### src/rtl/llc_set_writeback_pkg.sv
// llc_set_writeback_pkg
//   Shared LLC geometry constants and types used by the set write-back
//   block and its buffer sub-module: way/set/tag/state widths, the cache
//   line state encodings and the write-back FSM state type.
package llc_set_writeback_pkg;

    localparam int LLC_WAYS       = 8;
    localparam int LLC_WAY_BITS   = 3;
    localparam int LLC_SET_BITS   = 8;
    localparam int LLC_TAG_BITS   = 16;
    localparam int LLC_STATE_BITS = 3;

    typedef logic [LLC_SET_BITS-1:0]   llc_set_t;
    typedef logic [LLC_TAG_BITS-1:0]   llc_tag_t;
    typedef logic [LLC_STATE_BITS-1:0] llc_state_t;
    typedef logic [LLC_WAY_BITS-1:0]   llc_way_t;

    localparam llc_state_t INVALID = 3'd0;
    localparam llc_state_t VALID   = 3'd1;
    localparam llc_state_t SHARED  = 3'd2;
    localparam llc_state_t EXCL    = 3'd3;
    localparam llc_state_t MODIFY  = 3'd4;

    typedef enum logic [1:0] {
        WB_IDLE  = 2'd0,
        WB_SCAN  = 2'd1,
        WB_EVICT = 2'd2,
        WB_DONE  = 2'd3
    } llc_wb_state_t;

endpackage

### src/rtl/llc_set_writeback_bufs.sv
// llc_set_bufs
//   Per-set working buffers: tags, states, eviction pointer, set index and
//   the dirty flags that record which entries must be written back.
//   Ports:
//     load_en / set_in / tags_in / states_in / evict_way_in : capture a set,
//                                                              clears all dirty
//     upd_en / upd_way / upd_tag / upd_state : overwrite one way, mark dirty
//     evict_adv                              : pointer <= upd_way+1, mark dirty
//     clr_en / clr_way, clr_evict            : clear dirty after a write
//     set_buf, tags_buf, states_buf, evict_way_buf, dirty, evict_dirty : state
//   The caller is responsible for qualifying load/update strobes (priority
//   and FSM gating live in the top level).
module llc_set_bufs
    import llc_set_writeback_pkg::*;
#(
    parameter int WAYS     = LLC_WAYS,
    parameter int WAY_BITS = LLC_WAY_BITS
) (
    input  logic                                 clk,
    input  logic                                 rst,
    input  logic                                 load_en,
    input  logic [LLC_SET_BITS-1:0]              set_in,
    input  logic [WAYS-1:0][LLC_TAG_BITS-1:0]    tags_in,
    input  logic [WAYS-1:0][LLC_STATE_BITS-1:0]  states_in,
    input  logic [WAY_BITS-1:0]                  evict_way_in,
    input  logic                                 upd_en,
    input  logic [WAY_BITS-1:0]                  upd_way,
    input  logic [LLC_TAG_BITS-1:0]              upd_tag,
    input  logic [LLC_STATE_BITS-1:0]            upd_state,
    input  logic                                 evict_adv,
    input  logic                                 clr_en,
    input  logic [WAY_BITS-1:0]                  clr_way,
    input  logic                                 clr_evict,
    output logic [LLC_SET_BITS-1:0]              set_buf,
    output logic [WAYS-1:0][LLC_TAG_BITS-1:0]    tags_buf,
    output logic [WAYS-1:0][LLC_STATE_BITS-1:0]  states_buf,
    output logic [WAY_BITS-1:0]                  evict_way_buf,
    output logic [WAYS-1:0]                      dirty,
    output logic                                 evict_dirty
);

    logic [WAY_BITS-1:0] evict_next;

    // Wrap explicitly so non-power-of-two way counts still stay in range.
    assign evict_next = (upd_way == WAY_BITS'(WAYS-1)) ? '0
                                                       : upd_way + WAY_BITS'(1);

    for (genvar w = 0; w < WAYS; w++) begin : g_way
        always_ff @(posedge clk or negedge rst) begin
            if (!rst) begin
                tags_buf[w]   <= '0;
                states_buf[w] <= INVALID;
                dirty[w]      <= 1'b0;
            end else if (load_en) begin
                tags_buf[w]   <= tags_in[w];
                states_buf[w] <= states_in[w];
                dirty[w]      <= 1'b0;
            end else if (upd_en && upd_way == WAY_BITS'(w)) begin
                tags_buf[w]   <= upd_tag;
                states_buf[w] <= upd_state;
                dirty[w]      <= 1'b1;
            end else if (clr_en && clr_way == WAY_BITS'(w)) begin
                dirty[w]      <= 1'b0;
            end
        end
    end

    always_ff @(posedge clk or negedge rst) begin
        if (!rst) begin
            set_buf       <= '0;
            evict_way_buf <= '0;
            evict_dirty   <= 1'b0;
        end else if (load_en) begin
            set_buf       <= set_in;
            evict_way_buf <= evict_way_in;
            evict_dirty   <= 1'b0;
        end else if (evict_adv) begin
            evict_way_buf <= evict_next;
            evict_dirty   <= 1'b1;
        end else if (clr_evict) begin
            evict_dirty   <= 1'b0;
        end
    end

endmodule

### src/rtl/llc_set_writeback.sv
// llc_set_writeback
//   Holds one LLC set's working copy (via llc_set_bufs) for the way lookup
//   and, on wb_start, walks the ways in order issuing one RAM write per
//   dirty way followed by an optional eviction-pointer write, then pulses
//   wb_done.
//   Ports:
//     clk, rst (async, active low)
//     load_en, set_in, tags_in, states_in, evict_way_in : load a set
//     upd_en, upd_way, upd_tag, upd_state, evict_adv    : per-way updates
//     wb_start                                          : begin write-back
//     wr_ready / wr_valid, wr_evict, wr_set, wr_way, wr_tag, wr_state,
//       wr_evict_way                                    : RAM write port
//     wb_busy, wb_done                                  : status
//     tags_buf, states_buf, evict_way_buf               : buffers to lookup
module llc_set_writeback
    import llc_set_writeback_pkg::*;
#(
    parameter int LLC_WAYS     = llc_set_writeback_pkg::LLC_WAYS,
    parameter int LLC_WAY_BITS = llc_set_writeback_pkg::LLC_WAY_BITS
) (
    input  logic                                    clk,
    input  logic                                    rst,
    input  logic                                    load_en,
    input  logic [LLC_SET_BITS-1:0]                 set_in,
    input  logic [LLC_WAYS-1:0][LLC_TAG_BITS-1:0]   tags_in,
    input  logic [LLC_WAYS-1:0][LLC_STATE_BITS-1:0] states_in,
    input  logic [LLC_WAY_BITS-1:0]                 evict_way_in,
    input  logic                                    upd_en,
    input  logic [LLC_WAY_BITS-1:0]                 upd_way,
    input  logic [LLC_TAG_BITS-1:0]                 upd_tag,
    input  logic [LLC_STATE_BITS-1:0]               upd_state,
    input  logic                                    evict_adv,
    input  logic                                    wb_start,
    input  logic                                    wr_ready,
    output logic                                    wr_valid,
    output logic                                    wr_evict,
    output logic [LLC_SET_BITS-1:0]                 wr_set,
    output logic [LLC_WAY_BITS-1:0]                 wr_way,
    output logic [LLC_TAG_BITS-1:0]                 wr_tag,
    output logic [LLC_STATE_BITS-1:0]               wr_state,
    output logic [LLC_WAY_BITS-1:0]                 wr_evict_way,
    output logic                                    wb_busy,
    output logic                                    wb_done,
    output logic [LLC_WAYS-1:0][LLC_TAG_BITS-1:0]   tags_buf,
    output logic [LLC_WAYS-1:0][LLC_STATE_BITS-1:0] states_buf,
    output logic [LLC_WAY_BITS-1:0]                 evict_way_buf
);

    llc_wb_state_t             state_q, state_d;
    logic [LLC_WAY_BITS-1:0]   cnt_q, cnt_d;
    logic [LLC_WAYS-1:0]       dirty;
    logic                      evict_dirty;
    logic                      clr_en, clr_evict;
    logic                      idle;
    logic                      load_g, upd_g, adv_g;
    logic [LLC_SET_BITS-1:0]   set_buf;

    // Buffers only change in IDLE so the write-back sees a frozen set;
    // a load in the same cycle as an update wins outright.
    assign idle   = (state_q == WB_IDLE);
    assign load_g = idle && load_en;
    assign upd_g  = idle && !load_en && upd_en;
    assign adv_g  = idle && !load_en && evict_adv;

    llc_set_bufs #(
        .WAYS     (LLC_WAYS),
        .WAY_BITS (LLC_WAY_BITS)
    ) u_bufs (
        .clk           (clk),
        .rst           (rst),
        .load_en       (load_g),
        .set_in        (set_in),
        .tags_in       (tags_in),
        .states_in     (states_in),
        .evict_way_in  (evict_way_in),
        .upd_en        (upd_g),
        .upd_way       (upd_way),
        .upd_tag       (upd_tag),
        .upd_state     (upd_state),
        .evict_adv     (adv_g),
        .clr_en        (clr_en),
        .clr_way       (cnt_q),
        .clr_evict     (clr_evict),
        .set_buf       (set_buf),
        .tags_buf      (tags_buf),
        .states_buf    (states_buf),
        .evict_way_buf (evict_way_buf),
        .dirty         (dirty),
        .evict_dirty   (evict_dirty)
    );

    always_ff @(posedge clk or negedge rst) begin
        if (!rst) begin
            state_q <= WB_IDLE;
            cnt_q   <= '0;
        end else begin
            state_q <= state_d;
            cnt_q   <= cnt_d;
        end
    end

    // Write payload comes only from registered state; wr_ready only steers
    // the next state and the dirty-clear strobes.
    always_comb begin
        state_d      = state_q;
        cnt_d        = cnt_q;
        clr_en       = 1'b0;
        clr_evict    = 1'b0;
        wr_valid     = 1'b0;
        wr_evict     = 1'b0;
        wr_way       = '0;
        wr_tag       = '0;
        wr_state     = '0;
        wr_evict_way = '0;
        wb_done      = 1'b0;
        case (state_q)
            WB_IDLE: begin
                if (wb_start) begin
                    state_d = WB_SCAN;
                    cnt_d   = '0;
                end
            end
            WB_SCAN: begin
                if (dirty[cnt_q]) begin
                    wr_valid = 1'b1;
                    wr_way   = cnt_q;
                    wr_tag   = tags_buf[cnt_q];
                    wr_state = states_buf[cnt_q];
                    clr_en   = wr_ready;
                end
                if (!dirty[cnt_q] || wr_ready) begin
                    // Last way: leave the counter parked rather than wrap.
                    if (cnt_q == LLC_WAY_BITS'(LLC_WAYS-1))
                        state_d = evict_dirty ? WB_EVICT : WB_DONE;
                    else
                        cnt_d = cnt_q + LLC_WAY_BITS'(1);
                end
            end
            WB_EVICT: begin
                wr_valid     = 1'b1;
                wr_evict     = 1'b1;
                wr_evict_way = evict_way_buf;
                if (wr_ready) begin
                    clr_evict = 1'b1;
                    state_d   = WB_DONE;
                end
            end
            WB_DONE: begin
                wb_done = 1'b1;
                state_d = WB_IDLE;
                cnt_d   = '0;
            end
            default: state_d = WB_IDLE;
        endcase
    end

    assign wr_set  = set_buf;
    assign wb_busy = !idle;

endmodule

### config.mk
export PLATFORM = sky130hd
export DESIGN_NAME = llc_set_writeback
export DESIGN_NICKNAME = d
export VERILOG_FILES = /design/src/rtl/llc_set_writeback_pkg.sv /design/src/rtl/llc_set_writeback_bufs.sv /design/src/rtl/llc_set_writeback.sv
export SDC_FILE = /design/constraint.sdc
export NUM_CORES = 1
export LEC_CHECK = 0
export BUFFER_PORTS_ARGS = -buffer_cell sky130_fd_sc_hd__buf_2
export CORE_UTILIZATION = 45
export CTS_CLUSTER_DIAMETER = 100
export CTS_CLUSTER_SIZE = 28
export DETAILED_ROUTE_END_ITERATION = 12
export HOLD_SLACK_MARGIN = 0.05
export PLACE_DENSITY = 0.85
export SYNTH_ARGS = -nofsm -noshare
export SYNTH_HDL_FRONTEND = slang
export SYNTH_SLANG_ARGS = --single-unit
### constraint.sdc
create_clock -name clk -period 1.8 [get_ports clk]
set_input_delay 0.27 -clock clk [delete_from_list [all_inputs] [get_ports clk]]
set_output_delay 0.27 -clock clk [all_outputs]
set_load 0.05 [all_outputs]
-- Yosys cells after proc, flatten, opt, wreduce, memory -nomap -nowiden
Cells that the tools add are included.
- memories: 0
- word-level logic and storage cells: 195
- bits in writable memories: 0
- bits in latches: 0
- memory bits (read-only): 0
- output and inout bits: 192
- register bits: 177
- input port bits: 192
- shifts and indexed selects: 0
- mux-type cells: 93
- reduce and logical (&&, ||, !) cells: 48
- $mul: 0
- bitwise gates (word level): 0
- eq/ne operators: 22
- div/mod/pow operators: 0
- add/subtract/negate cells: 2
- magnitude comparators: 1
- operators with widths (kind ; count):
    $mux W16 ; 19
    $mux W3 ; 28
    $bmux W16 S3 ; 1
    $mux W1 ; 36
    $reduce_bool A3 Y1 ; 10
    $eq A3 B3 Y1 const B ; 8
    $logic_and A1 B1 Y1 ; 20
    $reduce_bool A2 Y1 ; 9
    $eq A3 B2 Y1 const B ; 4
    $ne A2 B2 Y1 const B ; 5
    $bmux W3 S3 ; 1
    $pmux W3 S3 ; 1
    $mux W2 ; 4
    $pmux W2 S4 ; 1
    $reduce_and A4 Y1 ; 2
    $add A3 B1 Y3 const B ; 2
    $eq A3 B1 Y1 const B ; 2
    $logic_not A3 Y1 ; 2
    $eq A2 B2 Y1 const B ; 2
    $lt A3 B4 Y1 const B ; 1
    $bmux W1 S3 ; 1
    $logic_not A1 Y1 ; 3
    $eq A2 B1 Y1 const B ; 1
    $logic_not A2 Y1 ; 1
    other kinds (2) ; 2

-- Logic depth before layout (Yosys ltp)
Gate-level depths: netlist (run 1).
- depth in word-level cells: 8
- depth in mapped cells: 10
- depth with buffers taken out: 7

-- Cells and area by module
A second synthesis (run 1) with hierarchy kept.
- cell total of the unflattened synthesis: 814
- area, all modules: 9776.9 µm²
- by module, submodules not included (module ; instances ; area each (µm²) ; seq. area each (µm²) ; cells an instance):
    llc_set_bufs ; 1 ; 8031.5 ; 4304.1 ; 667
    llc_set_writeback ; 1 ; 1745.4 ; 125.1 ; 147

-- Worst setup path before layout (run 1)
OpenSTA, ideal clock, no wires.
- path kind: register to output
- start point: reg state_q[1]
- end point: out wr_way[0]
- arrival: 2.790 ns
- stages on the path, launching flop included: 9
- data required time: 1.530 ns
- buffers on the path: 2
- setup slack: -1.260 ns
- cell sequence: dfrtp_1 -> inv_1 -> ha_1 -> nand2_1 -> o32ai_2 -> nor3_4 -> buf_6 -> buf_6 -> nor2_1
- word-level cells in the longest chain between the ends: 2
- RTL lines (element ; RTL line ; RTL):
    start, declared ; llc_set_writeback.sv:49 ; llc_wb_state_t state_q, state_d;
    start signal, assigned ; llc_set_writeback.sv:97 ; state_q <= state_d;
    $eq A2 B1 Y1 ; llc_set_writeback.sv:116 ; case (state_q)
    $mux W3 ; llc_set_writeback.sv:116 ;
    end, declared ; llc_set_writeback.sv:38 ; output logic [LLC_WAY_BITS-1:0] wr_way,
Every way passes these cells.

-- Worst setup path after layout (run 1)
- start point: reg cnt_q[0]
- end point: out wr_tag[15]
- word-level cells in the longest chain between the ends: 4
- elaborated cells on any way between the ends: 6
- classes of those cells: mux: 6
- RTL lines (element ; RTL line ; RTL):
    start, declared ; llc_set_writeback.sv:50 ; logic [LLC_WAY_BITS-1:0] cnt_q, cnt_d;
    start signal, assigned ; llc_set_writeback.sv:98 ; cnt_q <= cnt_d;
    $bmux W16 S3 or $bmux W1 S3 (tied branches) ; llc_set_writeback.sv:127, llc_set_writeback.sv:124 ;
    $mux W16 (implied by the code) or $mux W1 (tied branches) ; llc_set_writeback.sv:127, llc_set_writeback.sv:124 ;
    $mux W16 * ; llc_set_writeback.sv:124 ; if (dirty[cnt_q]) begin
    $mux W16 * ; llc_set_writeback.sv:116 ;
    end, declared ; llc_set_writeback.sv:39 ; output logic [LLC_TAG_BITS-1:0] wr_tag,
Every way passes the cells marked *; elsewhere a longest branch is shown, timed or not. The select of a mux whose other input is x is not followed.

==> impl.org, run 1 <==
** Outcome
- Outcome :: complete, but fails checks
- The final reports fail on setup timing.

** Cells and area
- Summing all non-filler instances in the final layout gives an area of 15200 um^2.
- Measured on the finished design, the core utilization comes to 0.715.
- In the final layout, the share of cells above drive strength 1 is 0.433.
- Number of inserted filler cells in the final layout :: 1394
- The final layout contains 1659 nets.
- The library cell used most frequently in the layout, excluding fill and tap cells, is sky130_fd_sc_hd__buf_2.
- Most used cells in the layout excluding fill and tap cells :: sky130_fd_sc_hd__buf_2, sky130_fd_sc_hd__nand2_1, sky130_fd_sc_hd__dfrtp_1
- Area added between synthesis and finish :: 54.6%

** Die
- The initial utilization of the core area, before any placement, comes to 0.462.
- Measured along the y axis, the die boundary spans 150 um.
- Number of top-level pins :: 384
- After floorplanning, the core was divided into 53 placement rows.
- The region available for standard cell placement spans 21200 um^2.
- Die outline area :: 22400 um^2
- In this run the horizontal extent of the chip is 150 um.

** Global route
- Congestion Overflow GR :: 0
- Via count of the first global-routing pass :: 10479
- In the global route stage, overall resource usage came out at 0.366.
- Entering global routing, the biggest net connects 48 pins.
- The initial antenna violation count was 3.
- The first global-routing pass estimated 60200 um of wire.

** Pwr
- In this run the power density over the cells is 1850 nW/um^2.
- Total power for the finished layout comes to 28.0 mW.
- For this design the static power due to leakage is 7.88 nW.
- VDD IR max :: 1.40 mV

** STA
- Derived from the worst setup path, the maximum achievable clock frequency is 395 MHz.
- Setup repair after global routing missed its margin :: yes
- Setup violations remaining at the end of the flow were counted as 203.
- Hold timing on the final database bottoms out at a slack of 0.0639 ns.
- At the pin with the least slew margin, the transition time is 0.469 ns.
- Max-slew violation count :: 0
- The worst pin sits at a relative slew slack of 0.687.
- Worst path setup slack after routing :: -0.729 ns
- Post-Route Skew :: 0.0113 ns
- Final period util :: 1.41
- Shortest clock period the worst path allows after layout :: 2.53 ns
- The final hold violation count came to 0.

** Logic synthesis
- Mean area per synthesized cell :: 10.2 um^2
- Share of the yosys chip area belonging to registers :: 0.452
- Yosys printed 0 warnings.
- Cell count after synthesis :: 960
- Synth Net Count :: 1170
- Netlist Area Pre-Place :: 9810 um^2
- After synthesis the netlist holds a flip-flop and latch count of 177.
- Post-synth cell types :: 38

** Setup path
- The startpoint identified for the worst register-to-register timing path is state_q[0].
- STA classifies the critical path startpoint as a flip-flop.
- The critical path in this run is classified as reg -> out.
- For the worst setup path, the data required time is 1.53 ns.
- Arrival time at the worst endpoint :: 2.26 ns
- Number of cells traversed by the worst register-to-register path :: 12
- Setup slack of the worst register-to-register path :: -0.39 ns
- STA classifies the critical path endpoint as an output port.
- Capture point of the worst reg-to-reg path :: u_bufs.tags_buf[12]
- Highest net fanout along the worst path :: 14

** Min path
- The worst hold path was traced through 3 stages.
- Endpoint of the worst hold path :: u_bufs.set_buf[3]
- The worst hold path begins at set_in[3].
- Class of the tightest hold or removal check :: in -> reg

** CTS
- For the worst-skew pair, the clock arrives at the later sink with an insertion delay of 0.43 ns.
- In this run, CTS created clock tree buffers numbering 17.
- CTS tree :: yes
- Clock Tree Root :: sky130_fd_sc_hd__clkbuf_16
- The clock passes through at most 2 buffers.
- H-tree depth reported by CTS :: 4
- CTS clock-pin slew for the worst setup and hold paths :: 0.07 ns
- Total clock sinks :: 177

** Routing
- Final wirelength :: 40800 um
- For this block, the initial DRC count from the detailed router was 675.
- Count of antenna-violating nets left after detailed routing :: 0
- Routed length per placed instance :: 23.5 um
- The first TritonRoute pass finished after 5 iterations.
- Routed vias :: 10168
- DRC violations left :: 0
- Avg Vias per Cell :: 5.84

** Placement
- Routability Congestion :: 0.891
- Post-detail-place hpwl :: 26600 um
- In this run the cell area measured after placement is 12700 um^2.
- Port Buffer Count :: 383

** Flow run
- Max capacitance violation total :: 0
[synth_stat cells]
| library cell | n | area (um^2) |
|---|---|---|
| sky130_fd_sc_hd__nand2_1 | 234 | 878 |
| sky130_fd_sc_hd__dfrtp_1 | 177 | 4430 |
| sky130_fd_sc_hd__mux2i_1 | 158 | 1580 |
| sky130_fd_sc_hd__o21ai_0 | 129 | 646 |
| sky130_fd_sc_hd__clkbuf_1 | 46 | 173 |
| sky130_fd_sc_hd__mux4_2 | 38 | 856 |
| sky130_fd_sc_hd__buf_2 | 35 | 175 |
| sky130_fd_sc_hd__o21ai_1 | 30 | 150 |
| sky130_fd_sc_hd__a21oi_2 | 18 | 158 |
| sky130_fd_sc_hd__ha_1 | 18 | 225 |
| sky130_fd_sc_hd__inv_1 | 12 | 45.0 |
| sky130_fd_sc_hd__nor2_1 | 7 | 26.3 |
| sky130_fd_sc_hd__buf_6 | 6 | 67.6 |
| sky130_fd_sc_hd__nand3_1 | 6 | 30.0 |
| sky130_fd_sc_hd__and2_1 | 5 | 31.3 |
| sky130_fd_sc_hd__o211ai_1 | 5 | 37.5 |
| sky130_fd_sc_hd__buf_4 | 4 | 30.0 |
| sky130_fd_sc_hd__nor2b_1 | 3 | 18.8 |
| sky130_fd_sc_hd__nor4bb_1 | 3 | 30.0 |
| sky130_fd_sc_hd__o22ai_1 | 3 | 18.8 |
| sky130_fd_sc_hd__a21oi_1 | 2 | 10.0 |
| sky130_fd_sc_hd__a22oi_1 | 2 | 15.0 |
| sky130_fd_sc_hd__and3b_1 | 2 | 17.5 |
| sky130_fd_sc_hd__buf_1 | 2 | 7.51 |
| sky130_fd_sc_hd__nor3_1 | 2 | 10.0 |
| sky130_fd_sc_hd__a211o_1 | 1 | 8.76 |
| sky130_fd_sc_hd__a2bb2oi_1 | 1 | 8.76 |
| sky130_fd_sc_hd__a31oi_1 | 1 | 6.26 |
| sky130_fd_sc_hd__mux2_1 | 1 | 11.3 |
| sky130_fd_sc_hd__nand3b_1 | 1 | 7.51 |
| sky130_fd_sc_hd__nor3_4 | 1 | 16.3 |
| sky130_fd_sc_hd__nor4b_2 | 1 | 15.0 |
| sky130_fd_sc_hd__o211a_1 | 1 | 10.0 |
| sky130_fd_sc_hd__o211ai_2 | 1 | 12.5 |
| sky130_fd_sc_hd__o21a_1 | 1 | 7.51 |
| sky130_fd_sc_hd__o21ai_2 | 1 | 8.76 |
| sky130_fd_sc_hd__o32ai_2 | 1 | 16.3 |
| sky130_fd_sc_hd__o41a_1 | 1 | 11.3 |
[registers in the layout, indices dropped and copies added (netlist names)]
signal and cells:
cnt_q 3, u_bufs.set_buf 8, state_q 2, u_bufs.states_buf 24, u_bufs.dirty 8, u_bufs.tags_buf 128, u_bufs.evict_dirty 1, u_bufs.evict_way_buf 3
[worst max-delay path, stage by stage (launching register included)]
cell and delay [ns]:
sky130_fd_sc_hd__dfrtp_4 0.57, sky130_fd_sc_hd__mux2i_1 0.16, sky130_fd_sc_hd__nor4b_2 0.25, sky130_fd_sc_hd__buf_4 0.18
sky130_fd_sc_hd__nor3_4 0.04, sky130_fd_sc_hd__buf_12 0.15, sky130_fd_sc_hd__buf_12 0.15, sky130_fd_sc_hd__a21oi_4 0.14
sky130_fd_sc_hd__buf_6 0.17
[per-layer routing]
metal | routed length, um | GRT usage | up-vias | part of all wire
li1 | - | - | 4337 | -
met1 | 15100 | 0.437 | 4966 | 0.37
met2 | 20500 | 0.615 | 708 | 0.50
met3 | 3010 | 0.0665 | 157 | 0.074
met4 | 2180 | 0.216 | 0 | 0.053
met5 | 0 | 0 | - | 0
[where the power goes]
group | internal [mW] | switching (mW)
logic | 5.44 | 11.3
clock network | 1.86 | 1.78
registers | 5.78 | 1.79
total | 13.1 | 14.9
[layout make-up]
cell class	instances	area (um^2)	share of cell area
diodes	3	7.51	0.000495
multi-input cells	678	5350	0.353
inverters	12	52.6	0.00347
clock buffers	19	443	0.0292
repair buffers	563	4410	0.291
well taps	275	344	0.0227
clock inverters	13	115	0.00759
flip-flops and latches	177	4430	0.292
[per-stage QoR]
stage               worst slack, ns  TNS, ns  cells
finish                       -0.729   -67.81   1740
detailed placement           -0.351   -27.05   1596
global route                 -0.779   -81.08   1740
global placement             -0.286   -17.44   1596
floorplan                    -0.578   -30.26    960
CTS                          -0.721   -56.65   1731
[kinds of logic after synthesis]
logic type | synth area share
flip-flops | 0.452
multiplexers | 0.250
AO/OA/AOI/OAI | 0.115
AND/OR/NAND/NOR | 0.110
adder cells (fa/ha/maj) | 0.0230
buffers and inverters | 0.0508
[how the worst max path moves through the flow]
stage | startpoint | to | slack (ns) | cells after the start
after floorplan | state_q[1] | wr_tag[10] | -0.58 | 8
after global placement | cnt_q[0] | wr_way[1] | -0.29 | 6
after detailed placement | cnt_q[0] | wr_way[1] | -0.35 | 6
after CTS | cnt_q[0] | wr_tag[15] | -0.72 | 7
after global routing | cnt_q[0] | wr_tag[7] | -0.78 | 8
final | cnt_q[0] | wr_tag[15] | -0.73 | 8
[what timing repair did]
action | in CTS | in global routing
cloned | 12 | 0
endpoints found under the setup margin | 200 | 203
hold buffers | 73 | 1
pin swaps | 10 | 10
gates resized for setup | 265 | 33
endpoints found under the hold margin | 115 | 1
setup buffers | 18 | 7
(Power assumes the default switching activity.)
==> run 2, diff against run 1 <==
--- a/config.mk
+++ b/config.mk
@@ -5,6 +5,7 @@
 export SDC_FILE = /design/constraint.sdc
 export NUM_CORES = 1
 export LEC_CHECK = 0
+export ABC_AREA = 1
 export BUFFER_PORTS_ARGS = -buffer_cell sky130_fd_sc_hd__buf_2
 export CORE_UTILIZATION = 45
 export CTS_CLUSTER_DIAMETER = 100
==> impl.org, run 2 <==
** Setup path
- CP startpoint :: state_q[1]
- The required time of the critical path came to 1.53 ns (about the same).
- Endpoint of the most critical setup path :: wr_tag[3]
- Critical Path End Type :: output port
- STA classifies the critical path startpoint as a flip-flop.
- The endpoint identified for the worst register-to-register timing path is cnt_q[0].
- The critical path is of the reg -> out type.
- Highest net fanout along the worst path :: 7 (-7)
- The worst reg-to-reg path cell count is 7 (-5).
- The worst register-to-register path begins at cnt_q[1].
- The data arrival time of the critical path came to 2.09 ns (-0.17 ns).
- The register-to-register setup slack is -0.15 ns (+0.24 ns).

** STA
- Setup repair after global routing missed its margin :: yes
- Hold Fails Final Rpt :: 0 (unchanged)
- Worst Max-Slew Pin Slew :: 0.554 ns (+0.0856 ns)
- Fmax achieved :: 423 MHz (+7.0%)
- Max-slew violation count :: 0 (unchanged)
- Max-Slew Margin vs Limit :: 0.630 (-0.0571)
- The worst path setup slack after routing came to -0.564 ns (+0.165 ns).
- The portion of the clock cycle consumed by the worst path in the final layout is 1.31 (-0.0915).
- The setup violation total in the final timing report is 39 (-81%).
- Shortest clock period the worst path allows after layout :: 2.36 ns (-0.165 ns)
- The final setup skew is 0.0107 ns (-0.000678 ns).

** Logic synthesis
- The share of synthesized cell area in full adder, half adder and majority cells was 0.0234 (+0.000451).
- Cell count after synthesis :: 1217 (+27%)
- The combined area of all synthesized cells came to 9620 um^2 (-1.9%).
- Synth Net Count :: 1427 (+22%)
- By area the synthesized netlist is led by sky130_fd_sc_hd__dfrtp_1, sky130_fd_sc_hd__nand2_1, sky130_fd_sc_hd__o211ai_1.
- Cell type with the largest total area after synthesis :: sky130_fd_sc_hd__dfrtp_1
- Cell with the most instances after synthesis :: sky130_fd_sc_hd__nand2_1
- Share of the yosys chip area belonging to registers :: 0.461 (+0.00887)
- Area fraction of the dominant cell type after synthesis :: 0.461 (+0.00887)
- The share of synthesized flip-flops with an asynchronous set or reset is 1.00 (unchanged).
- Ranked by instance count, the synthesized netlist is headed by sky130_fd_sc_hd__nand2_1, sky130_fd_sc_hd__dfrtp_1, sky130_fd_sc_hd__o211ai_1.
- Number of warnings issued by yosys :: 0 (unchanged)
- The post-synthesis share of cell area spent on xor and xnor gates is 0 (unchanged).
- Number of flops mapped to enable cells by yosys :: 0 (unchanged)
- Commonest register cell after synthesis :: sky130_fd_sc_hd__dfrtp_1
- The synthesized-area fraction occupied by ao, oa, aoi and oai cells was 0.190 (+0.0751).
- Share of synthesized cell area in and, or, nand and nor gates :: 0.252 (+0.142)
- The flop and latch count out of synthesis was 177 (unchanged).
- Combinational family with the most area after synthesis :: simple AND/OR/NAND/NOR gates
- Post-synth cell types :: 31 (-18%)
- The multiplexer area fraction after synthesis is 0 (-0.250).
- The average footprint of a synthesized cell is 7.90 um^2 (-23%).

** CTS
- Clock Latency Late Sink :: 0.43 ns (about the same)
- CTS tree :: yes
- The number of buffers added by the clock tree synthesis step came to 17 (unchanged).
- The root buffer cell chosen for the clock tree is sky130_fd_sc_hd__clkbuf_16.
- The maximum root-to-sink buffer count is 2 (unchanged).
- The CTS sink count came to 177 (unchanged).
- CTS clock-pin slew for the worst setup and hold paths :: 0.07 ns (about the same)
- H-tree depth reported by CTS :: 4 (unchanged)

** Cells and area
- Max FFs per register :: 128 (unchanged)
- Number of inserted filler cells in the final layout :: 1638 (+18%)
- Area taken by flip-flops and latches :: 4430 um^2 (about the same)
- In the final layout, the registers with the most flip-flops are u_bufs.tags_buf x128, u_bufs.states_buf x24.
- Nets :: 1869 (+13%)
- Final Core Density :: 0.677 (-0.0374)
- The area of all placed cells without fillers was 14200 um^2 (-6.4%).
- The area occupied by multi-input gates was 4860 um^2 (-9.2%).
- From synthesis to final layout, the design area changed by 47.5%.
- u_bufs.tags_buf holds more flip-flops than any other register.
- Most common cell after layout, fill and taps aside :: sky130_fd_sc_hd__nand2_1
- In the layout the commonest cells are sky130_fd_sc_hd__nand2_1, sky130_fd_sc_hd__buf_2, sky130_fd_sc_hd__dfrtp_1.
- Fraction of layout cells with a size suffix above 1 :: 0.391 (-0.0424)

** Global route
- The global-route usage over all layers was 0.373 (+0.00697).
- Global-route wire length before repair :: 61700 um (+2.5%)
- The initial antenna violation count was 4 (+1).
- Congestion Overflow GR :: 0 (unchanged)
- The via count of the first global-routing pass came to 10900 (+4.0%).
- The largest net degree at the start of global routing was 52 (+8.3%).

** Pwr
- The final total power came to 31.0 mW (+11%).
- The peak ir drop on the vdd network came to 1.34 mV (-4.0%).
- The clock share of power is 0.112 (-0.018).
- The internal portion of total power was 13.5 mW (+3.5%).
- LEAKAGE :: 7.00 nW (-11%)
- Switching power as a share of total power :: 0.562 (+0.0300)
- The areal power density over the cells is 2180 nW/um^2 (+18%).
- Total net switching power :: 17.4 mW (+17%)
- The fraction of power consumed by combinational cells was 0.641 (+0.042).
- Sequential power share :: 0.247 (-0.024)

** Die
- The width of the die is 148 um (-0.96%).
- The total core area is 21000 um^2 (-1.3%).
- Number of top-level pins :: 384 (unchanged)
- Die outline area :: 22000 um^2 (-1.9%)
- Starting density of the core :: 0.459 (-0.00317)
- Chip height :: 148 um (-0.96%)
- Standard-cell rows :: 53 (unchanged)

** Outcome
- Outcome :: complete, but fails checks
- Violations in the final reports :: setup timing

** Routing
- Count of antenna-violating nets left after detailed routing :: 0 (unchanged)
- Number of iterations in the first detailed-routing pass :: 6 (+1)
- The via count normalized by instance count was 5.98 (+2.4%).
- The mean routed wirelength per cell was 22.1 um (-5.7%).
- Number of DRC violations after detailed-routing iteration 0 :: 1192 (+77%)
- The total via count in the routed design is 11668 (+15%).
- The total detailed-routing wirelength came to 43200 um (+5.7%).
- The post-route DRC violation count was 0 (unchanged).

** Min path
- The startpoint identified for the worst hold timing path is states_in[12].
- The worst hold path belongs to the class in -> reg.

** Placement
- The port buffer count was 383 (unchanged).
- Dpl ws :: -0.259 ns (+0.0923 ns)
- The half-perimeter wire length of the detailed placement result is 28700 um (+7.8%).
- The instance area after placement is 12500 um^2 (-1.5%).
- Routability Congestion :: 0.981 (+10%)

** Flow run
- Max capacitance violation total :: 0 (unchanged)
-- run 2: cell types whose count changed after synthesis, moves of 38 or more --
cell                       delta
sky130_fd_sc_hd__mux2i_1    -158
sky130_fd_sc_hd__mux4_2      -38
sky130_fd_sc_hd__nand2_1    +242
sky130_fd_sc_hd__nor2_1      +81
sky130_fd_sc_hd__o211ai_1   +149
sky130_fd_sc_hd__o21ai_0     -60
-- run 2: what timing repair did --
| item | 4_1_cts | 5_1_grt |
|---|---|---|
| hold buffers | 9 | 0 |
| setup endpoints to repair | 171 | 105 |
| gates resized for setup | 116 | 100 |
| gates cloned | 3 | 4 |
| hold endpoints to repair | 54 | 0 |
| pin swaps | 18 | 27 |
| setup buffers | 10 | 10 |
-- run 2: cell type report --
cell class / count / share of cell area
Clock inverter: 11 / 0.00591
Antenna cell: 3 / 0.000529
Inverter: 57 / 0.0216
Clock buffer: 21 / 0.0317
Multi-Input combinational cell: 900 / 0.343
Tap cell: 275 / 0.0243
Sequential cell: 177 / 0.312
Timing Repair Buffer: 506 / 0.261
-- run 2: worst max-delay path, stage by stage (launching register included) --
cell and delay [ns]:
sky130_fd_sc_hd__dfrtp_1 0.39, sky130_fd_sc_hd__inv_2 0.12, sky130_fd_sc_hd__ha_4 0.18, sky130_fd_sc_hd__nand2_1 0.05, sky130_fd_sc_hd__nand3b_1 0.25, sky130_fd_sc_hd__nand2_4 0.19
sky130_fd_sc_hd__clkbuf_16 0.20, sky130_fd_sc_hd__nand2_2 0.08, sky130_fd_sc_hd__clkinvlp_4 0.07, sky130_fd_sc_hd__buf_8 0.13
-- run 2: cells by family (layout without fill, tap and decap cells) --
family	count (synthesis)	count (layout)
simple gates	607	607
compound gates	275	275
flops	177	177
buf+inv	140	595
fa+ha+maj	18	18
other cells	0	3
-- run 2: per-layer routing --
layer	global-route usage	routed length, um	vias up
met4	0.211	2540	4
met3	0.0822	5020	237
met2	0.589	19700	999
met1	0.473	15800	5437
met5	0	30	-
li1	-	-	4991
-- run 2: power groups by stage --
| stage | clock network [mW] | registers [mW] | logic [mW] |
|---|---|---|---|
| floorplan | 0 | 13.1 | 6.26 |
| global placement | 0 | 7.55 | 17.1 |
| detailed placement | 0 | 7.54 | 17.4 |
| CTS | 3.51 | 7.51 | 18.5 |
| global route | 3.68 | 7.79 | 20.7 |
| finish | 3.47 | 7.65 | 19.8 |
-- run 2: worst min-delay path by stage --
stage / slack, ns / cells after the start / end
after floorplan: -0.03 / 0 / cnt_q[0]
after global placement: 0.27 / 1 / u_bufs.tags_buf[74]
after detailed placement: 0.27 / 1 / u_bufs.tags_buf[109]
after CTS: 0.05 / 3 / u_bufs.tags_buf[29]
after global routing: 0.06 / 3 / u_bufs.states_buf[21]
final: 0.07 / 3 / u_bufs.states_buf[12]
-- run 2: through the flow --
stage               hold WS [ns]  setup TNS [ns]  instances
floorplan                -0.0256         -0.0268       1217
global placement           0.273           -3.75       1881
detailed placement         0.266           -8.82       1881
CTS                       0.0542          -11.57       1935
global route              0.0628          -16.44       1949
finish                    0.0706          -13.38       1950
==> run 3, diff against run 2 <==
--- a/config.mk
+++ b/config.mk
@@ -7,12 +7,13 @@
 export LEC_CHECK = 0
 export ABC_AREA = 1
 export BUFFER_PORTS_ARGS = -buffer_cell sky130_fd_sc_hd__buf_2
-export CORE_UTILIZATION = 45
+export CORE_AREA = 2 2 148 150
 export CTS_CLUSTER_DIAMETER = 100
 export CTS_CLUSTER_SIZE = 28
 export DETAILED_ROUTE_END_ITERATION = 12
+export DIE_AREA = 0 0 150 152
 export HOLD_SLACK_MARGIN = 0.05
-export PLACE_DENSITY = 0.85
+export PLACE_DENSITY = 0.83
 export SYNTH_ARGS = -nofsm -noshare
 export SYNTH_HDL_FRONTEND = slang
 export SYNTH_SLANG_ARGS = --single-unit
==> constraint.sdc (replaced) <==
create_clock -name clk -period 2.4 [get_ports clk]
set_input_delay 0.36 -clock clk [delete_from_list [all_inputs] [get_ports clk]]
set_output_delay 0.36 -clock clk [all_outputs]
set_load 0.05 [all_outputs]
==> impl.org, run 3 (same netlist as run 2, synthesis figures left out) <==
** Setup path
- CP Cell Sequence :: buf_4 > bufbuf_16 > nor2_1 > o22ai_1 > nand2_1 > nand2_1 > nand2_1 > inv_1 > buf_6
- The maximum cell stage delay along the critical path was 0.50 ns (+0.11 ns).
- Element type at the critical path start :: flip-flop
- Setup slack of the worst register-to-register path :: 0.16 ns (+0.31 ns)
- Cell mode on critical path :: sky130_fd_sc_hd__nand2_1
- The critical path in this run is classified as reg -> out.
- Highest net fanout along the worst path :: 12 (+5)
- The count of buffer and inverter cells on the critical path came to 4 (unchanged).
- Data required time at the worst endpoint :: 2.04 ns (+0.51 ns)
- CP top delay family :: buffers and inverters
- The worst setup path is captured at an output port.
- The data arrival time of the critical path is 2.05 ns (-0.04 ns).
- Among all stages on the critical path, the largest delay is contributed by sky130_fd_sc_hd__dfrtp_2.

** CTS
- Total clock sinks :: 177 (unchanged)
- Number of buffers added by the clock tree synthesis step :: 17 (unchanged)
- In this run the clock root is driven by a sky130_fd_sc_hd__clkbuf_16.
- The maximum root-to-sink buffer count was 2 (unchanged).
- The number of levels the H-tree was split into was 4 (unchanged).
- TritonCTS built the clock tree.
- The clock latency on the worst-skew pair came to 0.42 ns (about the same).
- The clock slew seen by the registers of the worst setup and hold paths was 0.07 ns (about the same).

** Die
- The height of the chip came to 152 um (+2.6%).
- Die outline area :: 22800 um^2 (+3.8%)
- X dimension of the die :: 150 um (+1.2%)
- The number of top-level design ports was 384 (unchanged).
- Starting density of the core :: 0.450 (-0.00850)
- Core area :: 21400 um^2 (+1.9%)
- Standard-cell rows :: 54 (+1.9%)

** STA
- The worst path setup slack after routing came to -0.00883 ns (+0.556 ns).
- Setup repair after global routing could not meet its margin everywhere.
- Max-Slew Margin vs Limit :: 0.564 (-0.0668)
- For this run, the top clock speed supported by timing is 415 MHz.
- The setup violation total in the final timing report came to 1 (-97%).
- Shortest clock period the worst path allows after layout :: 2.41 ns
- Dividing the final minimum period by the clock period gives 1.00.
- The slew at the pin closest to its max-slew limit is 0.653 ns (+0.0987 ns).
- Hold Fails Final Rpt :: 0 (unchanged)
- The final setup skew was 0.00635 ns (-0.00432 ns).
- Max-slew violation count :: 0 (unchanged)

** Global route
- Maximum number of pins on one net before global-route repair :: 67 (+29%)
- The total grt overflow was 0 (unchanged).
- The initial antenna violation count is 0 (-4).
- Via count of the first global-routing pass :: 10477 (-3.9%)
- Global-route wire length before repair :: 60300 um (-2.2%)
- The global-route usage over all layers was 0.346 (-0.0263).

** Cells and area
- Nets :: 1791 (-4.2%)
- Area taken by flip-flops and latches :: 4430 um^2 (about the same)
- Most used cells in the layout excluding fill and tap cells :: sky130_fd_sc_hd__nand2_1, sky130_fd_sc_hd__buf_2, sky130_fd_sc_hd__dfrtp_1
- Final Instance Count excl. Fillers :: 1874 (-3.9%)
- The fill cell instance count of the final layout was 1890 (+15%).
- Combined area of the multi-input logic cells :: 4590 um^2 (-5.6%)
- Largest registers ranked by flip-flop count :: u_bufs.tags_buf x128, u_bufs.states_buf x24
- The count of inserted antenna diode cells was 0 (-3).
- Largest Register :: u_bufs.tags_buf
- Most common cell after layout, fill and taps aside :: sky130_fd_sc_hd__nand2_1
- Area added between synthesis and finish :: 34.6%
- The flip-flop count of the largest register after layout is 128 (unchanged).
- The share of cells above drive strength 1 came to 0.321 (-0.0700).

** Placement
- Routability Congestion :: 1.01 (+2.7%)
- Post-detail-place hpwl :: 28100 um (-2.1%)
- The number of placed instances, taps included came to 1824 (-3.0%).
- The port buffer count is 383 (unchanged).

** Routing
- Number of iterations in the first detailed-routing pass :: 6 (unchanged)
- Count of antenna-violating nets left after detailed routing :: 0 (unchanged)
- The post-route DRC violation count was 0 (unchanged).
- The via count normalized by instance count was 5.88 (-1.8%).
- The total via count in the routed design is 11013 (-5.6%).
- Routed length per placed instance :: 21.9 um (-1.0%)
- Number of DRC violations after detailed-routing iteration 0 :: 1217 (+2.1%)
- The total detailed-routing wirelength is 41100 um (-4.9%).

** Pwr
- Post-route total power :: 22.3 mW (-28%)
- LEAKAGE :: 6.61 nW (-5.7%)
- Cell area power density :: 1730 nW/um^2 (-21%)
- VDD IR max :: 1.02 mV (-24%)

** Outcome
- The checks that failed: setup timing.
- Outcome :: complete, but fails checks

** Min path
- Class of the tightest hold or removal check :: in -> reg

** Flow run
- The number of violations of the max-capacitance limit came to 0 (unchanged).
-- run 3: path summary, 6_finish.rpt --
path | start | endpoint | cells past startpoint
worst min-delay path | set_in[0] | u_bufs.set_buf[0] | 3
worst max-delay path | cnt_q[0] | wr_tag[10] | 9
worst min register to register | u_bufs.set_buf[0] | u_bufs.set_buf[0] | 2
worst max register to register | state_q[0] | u_bufs.tags_buf[60] | 9
min in group asynchronous | rst | u_bufs.tags_buf[123] | 2
max in group asynchronous | rst | cnt_q[1] | 3
-- run 3: power breakdown --
| group | internal [mW] | switching (mW) | total (mW) |
|---|---|---|---|
| sequential | 4.37 | 1.43 | 5.81 |
| clock | 2.04 | 1.27 | 3.30 |
| combinational | 3.50 | 9.74 | 13.2 |
-- run 3: tightest hold or removal path, stage by stage --
cell and delay [ns]:
sky130_fd_sc_hd__buf_2 0.07, sky130_fd_sc_hd__nand2_1 0.04, sky130_fd_sc_hd__nand2_1 0.05
-- run 3: cell type report --
type,count,share of cell area
timing repair buffer,427,0.204
timing repair inverter,1,0.000870
clock inverter,13,0.0187
sequential,177,0.342
tap,280,0.0271
clock buffer,19,0.0350
multi-input combinational,900,0.355
inverter,57,0.0177
-- run 3: stage by stage --
step                      hold slack (ns)    TNS, ns  setup slack [ns]  instance area [um^2]   util
final                               0.129   -0.00883          -0.00883                 12900  0.606
after global routing                0.131      -1.14           -0.0970                 12900  0.606
after CTS                           0.117  -0.000685         -0.000685                 12800  0.597
after detailed placement            0.351          0             0.111                 11700  0.547
after global placement              0.353          0             0.192                 11700  0.547
after floorplan                    0.0644          0             0.103                  9620      -
-- run 3: repair_timing --
action                     in CTS  in global routing
hold buffers                    1                  0
setup endpoints to repair      22                 22
pin swaps                       3                  7
gates resized for setup        62                 39
buffers inserted                9                  2
gates cloned                    4                  2
hold endpoints to repair       51                  0
-- run 3: routing by layer --
layer,part of all wire,vias to the layer above,GRT usage
li1,-,4824,-
met1,0.39,5154,0.470
met2,0.46,885,0.540
met3,0.11,150,0.0628
met4,0.044,0,0.158
met5,0,-,0
